==> src/rtl/sdram_arbiter.sv <==
// -----------------------------------------------------------------------------
// sdram_arbiter
//   Round-robin arbiter that shares one burst read/write req/ack interface of
//   sdram_top between two clients. The granted client's burst command is
//   latched, driven to sdram_top, and the per-word acks / read data are steered
//   back to that client. A burst that sees no matching ack for TIMEOUT cycles
//   is aborted and reported with an error pulse.
//
// Ports
//   sys_clk, reset_n        clock (posedge) / asynchronous active-low reset
//   sdram_init_done         sdram_top ready; no grant while low
//   cN_req/we/addr/len      client N burst command (level request)
//   cN_wdata                client N write word, advanced on each cN_ack
//   cN_ack/rdata            per-word strobe and read data to client N
//   cN_done/cN_err          1-cycle completion / timeout-abort pulses
//   sdram_wr_req/rd_req     burst requests to sdram_top
//   sdram_wr_ack/rd_ack     per-word acks from sdram_top
//   sys_wraddr/sys_rdaddr   latched burst start addresses
//   sdwr_byte/sdrd_byte     latched burst lengths
//   sys_data_in             granted client's write data (0 when idle)
//   sys_data_out            read data from sdram_top
// -----------------------------------------------------------------------------
module sdram_arbiter #(
    parameter int AW      = 24,
    parameter int DW      = 16,
    parameter int LW      = 9,
    parameter int TIMEOUT = 1024
) (
    input  logic          sys_clk,
    input  logic          reset_n,
    input  logic          sdram_init_done,
    input  logic          c0_req,
    input  logic          c0_we,
    input  logic [AW-1:0] c0_addr,
    input  logic [LW-1:0] c0_len,
    input  logic [DW-1:0] c0_wdata,
    output logic          c0_ack,
    output logic [DW-1:0] c0_rdata,
    output logic          c0_done,
    output logic          c0_err,
    input  logic          c1_req,
    input  logic          c1_we,
    input  logic [AW-1:0] c1_addr,
    input  logic [LW-1:0] c1_len,
    input  logic [DW-1:0] c1_wdata,
    output logic          c1_ack,
    output logic [DW-1:0] c1_rdata,
    output logic          c1_done,
    output logic          c1_err,
    output logic          sdram_wr_req,
    output logic          sdram_rd_req,
    input  logic          sdram_wr_ack,
    input  logic          sdram_rd_ack,
    output logic [AW-1:0] sys_wraddr,
    output logic [AW-1:0] sys_rdaddr,
    output logic [LW-1:0] sdwr_byte,
    output logic [LW-1:0] sdrd_byte,
    output logic [DW-1:0] sys_data_in,
    input  logic [DW-1:0] sys_data_out
);

    localparam int TW = (TIMEOUT > 2) ? $clog2(TIMEOUT) : 1;

    typedef enum logic [1:0] {IDLE, REQ, BURST} state_t;

    state_t        state_q, state_d;
    logic          grant_q, grant_d;      // doubles as last_grant
    logic          we_q, we_d;
    logic [LW-1:0] cnt_q, cnt_d;
    logic [TW-1:0] timer_q, timer_d;
    logic          wr_req_q, wr_req_d;
    logic          rd_req_q, rd_req_d;
    logic [AW-1:0] wraddr_q, wraddr_d;
    logic [AW-1:0] rdaddr_q, rdaddr_d;
    logic [LW-1:0] wrlen_q, wrlen_d;
    logic [LW-1:0] rdlen_q, rdlen_d;
    logic [1:0]    done_q, done_d;
    logic [1:0]    err_q, err_d;

    logic          active;
    logic          ack_match;
    logic [LW-1:0] cur_len;
    logic [LW-1:0] cnt_inc;

    assign active    = (state_q == REQ) || (state_q == BURST);
    assign ack_match = we_q ? sdram_wr_ack : sdram_rd_ack;
    assign cur_len   = we_q ? wrlen_q : rdlen_q;
    assign cnt_inc   = cnt_q + LW'(1);

    // NOTE: sequential state uses non-blocking assignments only, so every
    // register samples the pre-edge values regardless of statement order.
    always_ff @(posedge sys_clk or negedge reset_n) begin
        if (!reset_n) begin
            state_q  <= IDLE;
            grant_q  <= 1'b1;
            we_q     <= 1'b0;
            cnt_q    <= '0;
            timer_q  <= '0;
            wr_req_q <= 1'b0;
            rd_req_q <= 1'b0;
            wraddr_q <= '0;
            rdaddr_q <= '0;
            wrlen_q  <= '0;
            rdlen_q  <= '0;
            done_q   <= '0;
            err_q    <= '0;
        end else begin
            state_q  <= state_d;
            grant_q  <= grant_d;
            we_q     <= we_d;
            cnt_q    <= cnt_d;
            timer_q  <= timer_d;
            wr_req_q <= wr_req_d;
            rd_req_q <= rd_req_d;
            wraddr_q <= wraddr_d;
            rdaddr_q <= rdaddr_d;
            wrlen_q  <= wrlen_d;
            rdlen_q  <= rdlen_d;
            done_q   <= done_d;
            err_q    <= err_d;
        end
    end

    always_comb begin
        logic          pick;
        logic          sel_we;
        logic [AW-1:0] sel_addr;
        logic [LW-1:0] sel_len;

        // NOTE: every variable gets a default before the case statement so no
        // path leaves a value unassigned, which would infer a latch.
        state_d  = state_q;
        grant_d  = grant_q;
        we_d     = we_q;
        cnt_d    = cnt_q;
        timer_d  = timer_q;
        wr_req_d = wr_req_q;
        rd_req_d = rd_req_q;
        wraddr_d = wraddr_q;
        rdaddr_d = rdaddr_q;
        wrlen_d  = wrlen_q;
        rdlen_d  = rdlen_q;
        done_d   = '0;
        err_d    = '0;
        pick     = 1'b0;
        sel_we   = 1'b0;
        sel_addr = '0;
        sel_len  = '0;

        case (state_q)
            IDLE: begin
                // A done/err pulse cycle never grants, giving the finished
                // client one cycle to drop its request.
                if (sdram_init_done && (done_q == '0) && (err_q == '0) &&
                    (c0_req || c1_req)) begin
                    pick     = (c0_req && c1_req) ? ~grant_q : c1_req;
                    sel_we   = pick ? c1_we   : c0_we;
                    sel_addr = pick ? c1_addr : c0_addr;
                    sel_len  = pick ? c1_len  : c0_len;
                    grant_d  = pick;
                    we_d     = sel_we;
                    cnt_d    = '0;
                    timer_d  = '0;
                    if (sel_we) begin
                        wraddr_d = sel_addr;
                        wrlen_d  = sel_len;
                    end else begin
                        rdaddr_d = sel_addr;
                        rdlen_d  = sel_len;
                    end
                    if (sel_len == '0) begin
                        done_d[pick] = 1'b1;
                    end else begin
                        state_d  = REQ;
                        wr_req_d = sel_we;
                        rd_req_d = ~sel_we;
                    end
                end
            end
            REQ, BURST: begin
                timer_d = timer_q + TW'(1);
                if (ack_match) begin
                    timer_d  = '0;
                    cnt_d    = cnt_inc;
                    state_d  = BURST;
                    wr_req_d = 1'b0;
                    rd_req_d = 1'b0;
                    if (cnt_inc == cur_len) begin
                        state_d         = IDLE;
                        done_d[grant_q] = 1'b1;
                    end
                end else if (timer_q == TW'(TIMEOUT - 1)) begin
                    state_d        = IDLE;
                    wr_req_d       = 1'b0;
                    rd_req_d       = 1'b0;
                    err_d[grant_q] = 1'b1;
                end
            end
            default: state_d = IDLE;
        endcase
    end

    assign c0_ack       = ack_match && active && !grant_q;
    assign c1_ack       = ack_match && active &&  grant_q;
    assign c0_rdata     = sys_data_out;
    assign c1_rdata     = sys_data_out;
    assign c0_done      = done_q[0];
    assign c1_done      = done_q[1];
    assign c0_err       = err_q[0];
    assign c1_err       = err_q[1];
    assign sdram_wr_req = wr_req_q;
    assign sdram_rd_req = rd_req_q;
    assign sys_wraddr   = wraddr_q;
    assign sys_rdaddr   = rdaddr_q;
    assign sdwr_byte    = wrlen_q;
    assign sdrd_byte    = rdlen_q;
    assign sys_data_in  = active ? (grant_q ? c1_wdata : c0_wdata) : '0;

endmodule

==> config.mk <==
export PLATFORM = sky130hd
export DESIGN_NAME = sdram_arbiter
export DESIGN_NICKNAME = d
export VERILOG_FILES = /design/src/rtl/sdram_arbiter.sv
export SDC_FILE = /design/constraint.sdc
export NUM_CORES = 1
export LEC_CHECK = 0
export BUFFER_PORTS_ARGS = -buffer_cell sky130_fd_sc_hd__buf_2
export CAP_MARGIN = 25
export CORE_MARGIN = 3
export CORE_UTILIZATION = 50
export CTS_BUF_LIST = sky130_fd_sc_hd__clkbuf_8 sky130_fd_sc_hd__clkbuf_16
export DETAILED_ROUTE_END_ITERATION = 6
export PLACE_DENSITY_LB_ADDON = 0.08
export SETUP_SLACK_MARGIN = 0.3
export SLEW_MARGIN = 20
export SYNTH_ARGS = -nofsm -noshare
export SYNTH_HDL_FRONTEND = slang
export SYNTH_SLANG_ARGS = --single-unit
==> constraint.sdc <==
create_clock -name sys_clk -period 4.2 [get_ports sys_clk]
set_clock_uncertainty 0.15 [all_clocks]
set_input_delay 0.63 -clock sys_clk [delete_from_list [all_inputs] [get_ports sys_clk]]
set_output_delay 0.63 -clock sys_clk [all_outputs]
set_load 0.05 [all_outputs]
==> results.cfg, run 1 <==
[synthesis]
synthDominantAreaCellType = sky130_fd_sc_hd__dfrtp_1
synth_top_cell_area_share = 0.4650
synth_enable_flop_cells = 0
yosysWarningCount = 0
synthesis.nets = 659
ys_top_cells_by_area = sky130_fd_sc_hd__dfrtp_1, sky130_fd_sc_hd__mux2i_1, sky130_fd_sc_hd__o21ai_0
synth.cell_area_mm2 = 0.005059
syn_inst = 532
post_synth.cell_area_avg_um2 = 9.509
ys_ff_latch = 95
synth_commonest_cells = sky130_fd_sc_hd__dfrtp_1, sky130_fd_sc_hd__mux2i_1, sky130_fd_sc_hd__o21ai_0
ys_async_sr_fraction = 1.000
synthMostInstantiatedCell = sky130_fd_sc_hd__dfrtp_1
synth-main-ff-cell = sky130_fd_sc_hd__dfrtp_1
synth.distinct_cells = 48
synth.yosys.seq_area_share = 0.4702

[route]
wirelength_um = 13380
count_of_nets_left_with_antenna_violations_after_detail_routing = 0
met2_length_um = 6583
wirelength_met1_um = 5393
vias = 4354
drt_pass1_iterations = 4
highest_layer = met4
detailed_route_wirelength_on_metal3_um = 1304
avgRoutedWirePerCell_um = 16.29
initialDrtViolationCount = 173
route.detailed.drc = 0
via_per_inst = 5.303

[timing]
slew_violations = 0
fin_tns_setup_ns = 0
post-route-period-util = 0.7096
max_slew_margin = 0.5203
worstMarginPinSlew_ns = 0.7164
postLayoutSetupSlackWorst_ns = 1.220
max_clock_freq_mhz = 335.5
setup_violations = 0
setup_repair_after_global_routing_missed_its_margin = no
finalHoldViolCount = 0
min_period_ns = 2.980

[clock_network]
cts_setup_buffers = 0
clock_latency_reported_for_the_late_side_of_the_worst_skew_pair_ns = 0.35
post_cts_resize_count = 0
clock_tree_buf_depth = 2
ctsHtreeMaxLevel = 3
path_clk_slew_ns = 0.09
numClockSinks = 95
numCtsBuffers = 9
ctsHoldBuffers = 0
clock_tree.root_cell = sky130_fd_sc_hd__clkbuf_8
tritoncts = built

[power]
power.density_mw_per_mm2 = 873.2
total_leakage_power_nw = 3.095
worst_ir_drop_vdd_mv = 0.5182

[setup_path]
worstPathRequired_ns = 3.42
endpoint_kind = output pin
cp-start-kind = flop
cp_max_fo = 26
critPathArrivalTime_ns = 2.20
path_class = flop to output pin

[floorplanning]
core_region_area_mm2 = 0.009819
dieWidth_um = 106.6
rows = 36
initial_util = 0.5152
fp.dieArea_mm2 = 0.01136
floorplan.die.height_um = 106.6
num_io_pins = 245

[global_route]
initial_antenna_violation_count = 0
grt_max_degree = 83
grt_overflow = 0
wire_length_of_the_first_global_routing_pass_um = 21490
grt_util_all_layers = 0.2381
via_count_of_the_first_global_routing_pass = 4299

[min_path]
worstHoldPathType = flop to flop

[place]
gp_congestion = 0.8712
pre_cts_slack_ns = 1.379
buffer_ports.inserted = 196
place_hpwl_um = 10200

[job]
maxCapViolCount = 0

[layout]
insertedDiodeCount = 0
area_growth_syn_to_layout_pct = 21.59
register_area_mm2 = 0.002379
final_net_count = 810
fillCellCount = 876
drive_above_1_share = 0.3314
footprint_of_the_multi_input_gates_mm2 = 0.002311

[status]
status = finished clean
==> cell families (layout without fill, tap and decap cells) <==
kind of cell               Yosys count  count (layout)  share of synthesized area
xor gates and xnor gates            14              14                    0.02696
and+or+nand+nor                    174             174                     0.1623
AOI/OAI and AO/OA                  117             117                     0.1321
adders and majority gates            4               4                   0.009894
buffers and inverters               67             223                    0.07767
DFF                                 95              95                     0.4702
muxes                               61              61                     0.1210
==> layout make-up <==
| type | instances | area share |
|---|---|---|
| Inverter | 4 | 0.002441 |
| Timing Repair Buffer | 203 | 0.1741 |
| Clock inverter | 4 | 0.007120 |
| Multi-Input combinational cell | 370 | 0.3757 |
| Tap cell | 133 | 0.02705 |
| Clock buffer | 12 | 0.02685 |
| Sequential cell | 95 | 0.3867 |
==> placed cells by master (no fill, tap or decap), types with 6 or more instances in the layout <==
cell type	n
sky130_fd_sc_hd__xnor2_1	11
sky130_fd_sc_hd__dfrtp_1	94
sky130_fd_sc_hd__nand3_1	6
sky130_fd_sc_hd__buf_2	195
sky130_fd_sc_hd__mux2i_1	60
sky130_fd_sc_hd__o21ai_0	58
sky130_fd_sc_hd__a21oi_1	37
sky130_fd_sc_hd__nand2_1	57
sky130_fd_sc_hd__nor2b_1	19
sky130_fd_sc_hd__nor2_1	52
sky130_fd_sc_hd__clkbuf_8	12
sky130_fd_sc_hd__nor3_1	9
==> metal layers <==
metal,vias up,GRT usage
met5,-,0
met4,0,0.05571
met2,181,0.4092
met3,14,0.08248
li1,2113,-
met1,2046,0.2888
==> metrics by stage <==
| step | power [mW] | util | hold WS, ns | instance area (um2) | std cells |
|---|---|---|---|---|---|
| after floorplan | 4.081 | - | 0.1844 | 5059 | 532 |
| after global placement | 4.718 | 0.6013 | 0.3080 | 5904 | 803 |
| after detailed placement | 4.782 | 0.6013 | 0.3188 | 5904 | 803 |
| after CTS | 5.414 | 0.6226 | 0.3298 | 6113 | 819 |
| after global routing | 5.712 | 0.6264 | 0.3657 | 6151 | 821 |
| final | 5.371 | 0.6264 | 0.3342 | 6151 | 821 |
==> flip-flops by register name, summed over array words and instances (netlist names) <==
name          cells
cnt_q             9
done_q            2
err_q             2
grant_q           1
sdram_rd_req      1
sdram_wr_req      1
sdrd_byte         9
sdwr_byte         9
state_q           2
sys_rdaddr       24
sys_wraddr       24
timer_q          10
we_q              1
==> path summary, 6_finish.rpt <==
| path | from | to | slack, ns | cells after the start |
|---|---|---|---|---|
| max in group asynchronous | reset_n | we_q | 2.76 | 3 |
| min reg2reg | sys_rdaddr[6] | sys_rdaddr[6] | 0.33 | 2 |
| max reg2reg | state_q[1] | cnt_q[3] | 1.38 | 7 |
| min | sys_rdaddr[6] | sys_rdaddr[6] | 0.33 | 2 |
| min in group asynchronous | reset_n | timer_q[3] | 0.55 | 2 |
| max | state_q[1] | c0_ack | 1.22 | 5 |
==> where the power goes <==
group	switching [mW]	leakage, nW	internal [mW]
Clock	0.300	0.114	0.320
Combinational	2.33	1.82	0.835
Sequential	0.311	1.17	1.27
==> critical path, cell delays in order, from the launching register on <==
cell and delay [ns]:
sky130_fd_sc_hd__dfrtp_1 0.38, sky130_fd_sc_hd__inv_1 0.05, sky130_fd_sc_hd__ha_1 0.72, sky130_fd_sc_hd__nand2b_1 0.25
sky130_fd_sc_hd__nor2_1 0.16, sky130_fd_sc_hd__buf_2 0.28
Power figures use the tool's default switching activity.
==> inputs of run 2 (changes only) <==
ABC_AREA = 1   (was unset)
CORE_UTILIZATION = 43   (was 50)
clock period = 2.55 ns   (was 4.2 ns; I/O delays follow)
==> results.cfg, run 2 <==
[status]
status = finished clean

[place]
gp_congestion = 0.8638
place_hpwl_um = 11330
buffer_ports.inserted = 196
pre_cts_slack_ns = 0.2868

[timing]
post-route-period-util = 0.8533
worst_hold_slack_ns = 0.1704
max_clock_freq_mhz = 459.6
slew_violations = 0
setup_violations = 0
max_slew_margin = 0.6809
fin_tns_setup_ns = 0
min_period_ns = 2.176
setup_repair_after_global_routing_missed_its_margin = yes
postLayoutSetupSlackWorst_ns = 0.3741
finalHoldViolCount = 0
worstMarginPinSlew_ns = 0.4781

[layout]
footprint_of_the_multi_input_gates_mm2 = 0.002345
mostFrequentLayoutCells = sky130_fd_sc_hd__buf_2, sky130_fd_sc_hd__nand2_1, sky130_fd_sc_hd__nor2_1
drive_above_1_share = 0.3271
fillCellCount = 1136
register_area_mm2 = 0.002381
mostFrequentLayoutCell = sky130_fd_sc_hd__buf_2
area_growth_syn_to_layout_pct = 26.48
final_core_utilization = 0.5707
final_net_count = 984

[global_route]
globalRoute.busiestLayer = met2
met2_usage = 0.3845
grt_max_degree = 50
globalRouteMet3Util = 0.04165
grtUsageMet1 = 0.2615
via_count_of_the_first_global_routing_pass = 4929
grt_overflow = 0
grt_util_all_layers = 0.2167
initial_antenna_violation_count = 2
wire_length_of_the_first_global_routing_pass_um = 23260

[floorplanning]
initial_util = 0.4512
num_io_pins = 245
rows = 39
core_region_area_mm2 = 0.01176
fp.dieArea_mm2 = 0.01371
floorplan.die.height_um = 117.1
dieWidth_um = 117.1

[job]
maxCapViolCount = 0

[synthesis]
synthDominantAreaCellType = sky130_fd_sc_hd__dfrtp_1
synth_commonest_cells = sky130_fd_sc_hd__nand2_1, sky130_fd_sc_hd__nor2_1, sky130_fd_sc_hd__dfrtp_1
synthMostInstantiatedCell = sky130_fd_sc_hd__nand2_1
synth.yosys.seq_area_share = 0.4482
synth.distinct_cells = 38
ys_async_sr_fraction = 1.000
ys_ff_latch = 95
synth-main-ff-cell = sky130_fd_sc_hd__dfrtp_1
yosysWarningCount = 0
syn_inst = 695
ys_top_cells_by_area = sky130_fd_sc_hd__dfrtp_1, sky130_fd_sc_hd__nand2_1, sky130_fd_sc_hd__nor2_1
post_synth.cell_area_avg_um2 = 7.635
synth_enable_flop_cells = 0
synthesis.nets = 822
synth_top_cell_area_share = 0.4433
synth.cell_area_mm2 = 0.005306

[clock_network]
clock_tree_buf_depth = 2
ctsHtreeMaxLevel = 3
tritoncts = built
numClockSinks = 95
clock_latency_reported_for_the_late_side_of_the_worst_skew_pair_ns = 0.34
clock_tree.root_cell = sky130_fd_sc_hd__clkbuf_16
numCtsBuffers = 9
path_clk_slew_ns = 0.07

[setup_path]
path_class = flop to output pin
endpoint_kind = output pin
cp-start-kind = flop
timing.critical_path.slowest_cell_delay_ns = 0.37
critical-path-slowest-cell = sky130_fd_sc_hd__dfrtp_1
critPathArrivalTime_ns = 1.64
worst-r2r-setup-slack_ns = 0.46
cp_max_fo = 22
sequence_of_cells_on_the_critical_path = inv_1, ha_4, buf_12, o21ai_1, nor2_2, buf_4
worstPathRequired_ns = 2.02

[power]
worst_ir_drop_vdd_mv = 0.9956
total_leakage_power_nw = 3.266
finalPower_mw = 10.09
power.density_mw_per_mm2 = 1503

[route]
route.detailed.drc = 0
wirelength_um = 14990
count_of_nets_left_with_antenna_violations_after_detail_routing = 0
via_per_inst = 5.046
drt_pass1_iterations = 5
avgRoutedWirePerCell_um = 14.58
vias = 5187
initialDrtViolationCount = 232

[min_path]
worstHoldPathType = input pin to flop
-- run 2: cell types whose count changed after synthesis, sizes merged, moves of 19 or more --
| cell | previous run | this run |
|---|---|---|
| a31oi | 2 | 51 |
| nor2b | 19 | 0 |
| nand2 | 57 | 167 |
| mux2i | 60 | 0 |
| nor2 | 53 | 128 |
| inv | 4 | 58 |
| nand3 | 7 | 30 |
| a21oi | 37 | 18 |
-- run 2: area by class of cell --
cell class	instances	share of cell area
well taps	164	0.03057
inverters	59	0.03449
multi-input cells	479	0.3494
flip-flops and latches	95	0.3548
clock buffers	9	0.03356
diodes	2	0.0007457
repair buffers	213	0.1855
clock inverters	7	0.01100
-- run 2: path summary, 6_finish.rpt --
| path | startpoint | to | cells past startpoint |
|---|---|---|---|
| worst max-delay path | state_q[1] | sys_data_in[9] | 6 |
| worst min-delay path | c1_len[3] | sdrd_byte[3] | 3 |
| worst max register to register | grant_q | sys_rdaddr[8] | 10 |
| worst min register to register | sdram_rd_req | sdram_rd_req | 2 |
| max in group asynchronous | reset_n | sys_wraddr[3] | 3 |
| min in group asynchronous | reset_n | state_q[1] | 2 |
-- run 2: repair_timing --
item	CTS	global route
pin swaps	0	1
hold endpoints to repair	14	0
gates resized for setup	28	21
hold buffers	1	0
setup buffers	1	3
setup endpoints to repair	18	44
-- run 2: critical path: cells and delay by family (launching register included) --
kind | cells | cell delay (ns)
AND/OR/NAND/NOR | 1 | 0.10
adder cells (fa/ha/maj) | 1 | 0.28
buffers and inverters | 3 | 0.43
flip-flops | 1 | 0.37
AO/OA/AOI/OAI | 1 | 0.12
-- run 2: routing by layer --
layer  vias to the layer above  routed length (um)  share of wire
li1                       2559                   -              -
met1                      2412                6153           0.41
met3                        19                1058          0.071
met2                       197                7556           0.50
met5                         -                   0              0
met4                         0                 225          0.015
-- run 2: cell families after synthesis --
family / Yosys count / share of synthesized area
buffers and inverters: 121 / 0.1250
AOI/OAI and AO/OA: 126 / 0.1403
and+or+nand+nor: 347 / 0.2738
xor gates and xnor gates: 2 / 0.003302
adders and majority gates: 4 / 0.009432
DFF: 95 / 0.4482
-- run 2: stage by stage --
stage	cells	area [um2]
4_1_cts	1023	6603
2_1_floorplan	695	5349
5_1_grt	1028	6711
6_report	1028	6711
3_5_place_dp	1005	6216
3_3_place_gp	1005	6216
-- run 2: power breakdown --
group	internal, mW	switching [mW]
clock network	0.760	0.583
logic	1.66	4.54
registers	2.12	0.429
total	4.54	5.55
==> inputs of run 3 (changes only) <==
CORE_MARGIN = 2   (was 3)
==> results.cfg, run 3 (same netlist as run 2, synthesis figures left out) <==
[min_path]
worstHoldPathType = input pin to flop

[setup_path]
cp-start-kind = flop
timing.critical_path.slowest_cell_delay_ns = 0.38
critPathArrivalTime_ns = 1.66
cp_max_fo = 22
sequence_of_cells_on_the_critical_path = inv_1, ha_4, buf_8, o21ai_0, nor2_2, buf_6
path_class = flop to output pin
endpoint_kind = output pin
worstPathRequired_ns = 2.02
critical-path-slowest-cell = sky130_fd_sc_hd__dfrtp_1

[power]
share_comb_of_total_power = 0.612
internal_power_mw = 4.660
total_leakage_power_nw = 3.331
finalPower_mw = 10.18
part_of_the_total_power_dissipated_in_sequential_elements = 0.249
power.density_mw_per_mm2 = 1508
power_frac_clock = 0.138
worst_ir_drop_vdd_mv = 0.6833
power_switching_share = 0.5421
power_spent_charging_and_discharging_nets_mw = 5.517

[layout]
fillCellCount = 1174
area_growth_syn_to_layout_pct = 27.21
final_area_mm2 = 0.006750
final_net_count = 992
mostFrequentLayoutCell = sky130_fd_sc_hd__buf_2
mostFrequentLayoutCells = sky130_fd_sc_hd__buf_2, sky130_fd_sc_hd__nand2_1, sky130_fd_sc_hd__nor2_1
insertedDiodeCount = 0
final_cell_count_no_fill = 1017
drive_above_1_share = 0.3310

[global_route]
grt_overflow = 0
grt_max_degree = 44
via_count_of_the_first_global_routing_pass = 4934
grt_util_all_layers = 0.2251
initial_antenna_violation_count = 0
wire_length_of_the_first_global_routing_pass_um = 23540

[floorplanning]
rows = 40
floorplan.die.height_um = 115.1
dieWidth_um = 115.1
num_io_pins = 245
initial_util = 0.4418
core_region_area_mm2 = 0.01201
fp.dieArea_mm2 = 0.01324

[timing]
max_clock_freq_mhz = 456.1
max_slew_margin = 0.6138
worstMarginPinSlew_ns = 0.5793
slew_violations = 0
min_period_ns = 2.192
setup_repair_after_global_routing_missed_its_margin = yes
post-route-period-util = 0.8598
finalHoldViolCount = 0
worst_hold_slack_ns = 0.1710
setup_violations = 0
fin_tns_setup_ns = 0

[route]
via_per_inst = 5.100
initialDrtViolationCount = 245
count_of_nets_left_with_antenna_violations_after_detail_routing = 0
wirelength_um = 14780
drt_pass1_iterations = 4
vias = 5187
route.detailed.drc = 0
avgRoutedWirePerCell_um = 14.53

[clock_network]
clock_tree.root_cell = sky130_fd_sc_hd__clkbuf_16
clock_latency_reported_for_the_late_side_of_the_worst_skew_pair_ns = 0.34
numCtsBuffers = 9
tritoncts = built
ctsHtreeMaxLevel = 3
clock_tree_buf_depth = 2
numClockSinks = 95
path_clk_slew_ns = 0.07

[status]
status = finished clean

[job]
maxCapViolCount = 0

[place]
detailed_place.area_mm2 = 0.006225
gp_congestion = 0.8684
buffer_ports.inserted = 196
place_hpwl_um = 11200
dpl.cell_count = 992
run 3: changes by cell type in the layout (fill, tap and decap cells not counted), sizes merged:
cell	delta
diode	-2
buf	+8
bufinv	+1
inv	+3
clkinvlp	-4
run 3: power by group through the flow:
stage	clock network, mW	registers [mW]	logic (mW)
4_1_cts	1.43	2.55	6.07
2_1_floorplan	0	4.35	2.79
3_5_place_dp	0	2.57	5.87
3_3_place_gp	0	2.55	5.79
6_report	1.41	2.54	6.23
5_1_grt	1.51	2.61	6.72
run 3: path summary, 6_finish.rpt:
path                            slack (ns)              to         start  depth (start not counted)
min in group asynchronous             0.43        cnt_q[4]       reset_n                          2
max in group asynchronous             1.01    sdrd_byte[7]       reset_n                          3
worst max-delay path                  0.36  sys_data_in[7]    state_q[1]                          6
worst min register to register        0.33    sdram_rd_req  sdram_rd_req                          2
worst max register to register        0.50       done_q[1]       grant_q                         10
worst min-delay path                  0.17   sys_wraddr[8]    c1_addr[8]                          3
run 3: what timing repair did:
action                     4_1_cts  5_1_grt
setup endpoints to repair       18       61
hold endpoints to repair        39        0
resized for setup               29       20
setup buffers                    2        6
hold buffers                     1        0
pin swaps                        1        3
run 3: through the flow:
step / setup WS [ns] / utilization
after floorplan: 0.3440 / -
after global placement: 0.4004 / 0.5182
after detailed placement: 0.2912 / 0.5182
after CTS: 0.2943 / 0.5524
after global routing: 0.2714 / 0.5620
final: 0.3576 / 0.5620
run 3: final cells by class:
type	count	area [um2]	share of cell area
clock inverter	7	81.33	0.01205
clock buffer	9	225.2	0.03336
multi-input combinational	479	2355	0.3488
timing repair buffer	221	1296	0.1920
sequential	95	2380	0.3525
tap	147	183.9	0.02725
inverter	59	229.0	0.03392
run 3: critical path: cells and delay by family (launching register included):
family / cells / cell delay [ns]
buffers and inverters: 3 / 0.41
DFF: 1 / 0.38
adders and majority gates: 1 / 0.28
AOI/OAI and AO/OA: 1 / 0.13
and+or+nand+nor: 1 / 0.12
run 3: layer usage:
layer / share of wire / up-vias / GRT usage
met4: 0.018 / 0 / 0.07309
met3: 0.071 / 26 / 0.05535
met1: 0.42 / 2392 / 0.2825
li1: - / 2572 / -
met2: 0.49 / 197 / 0.3827
met5: 0 / - / 0
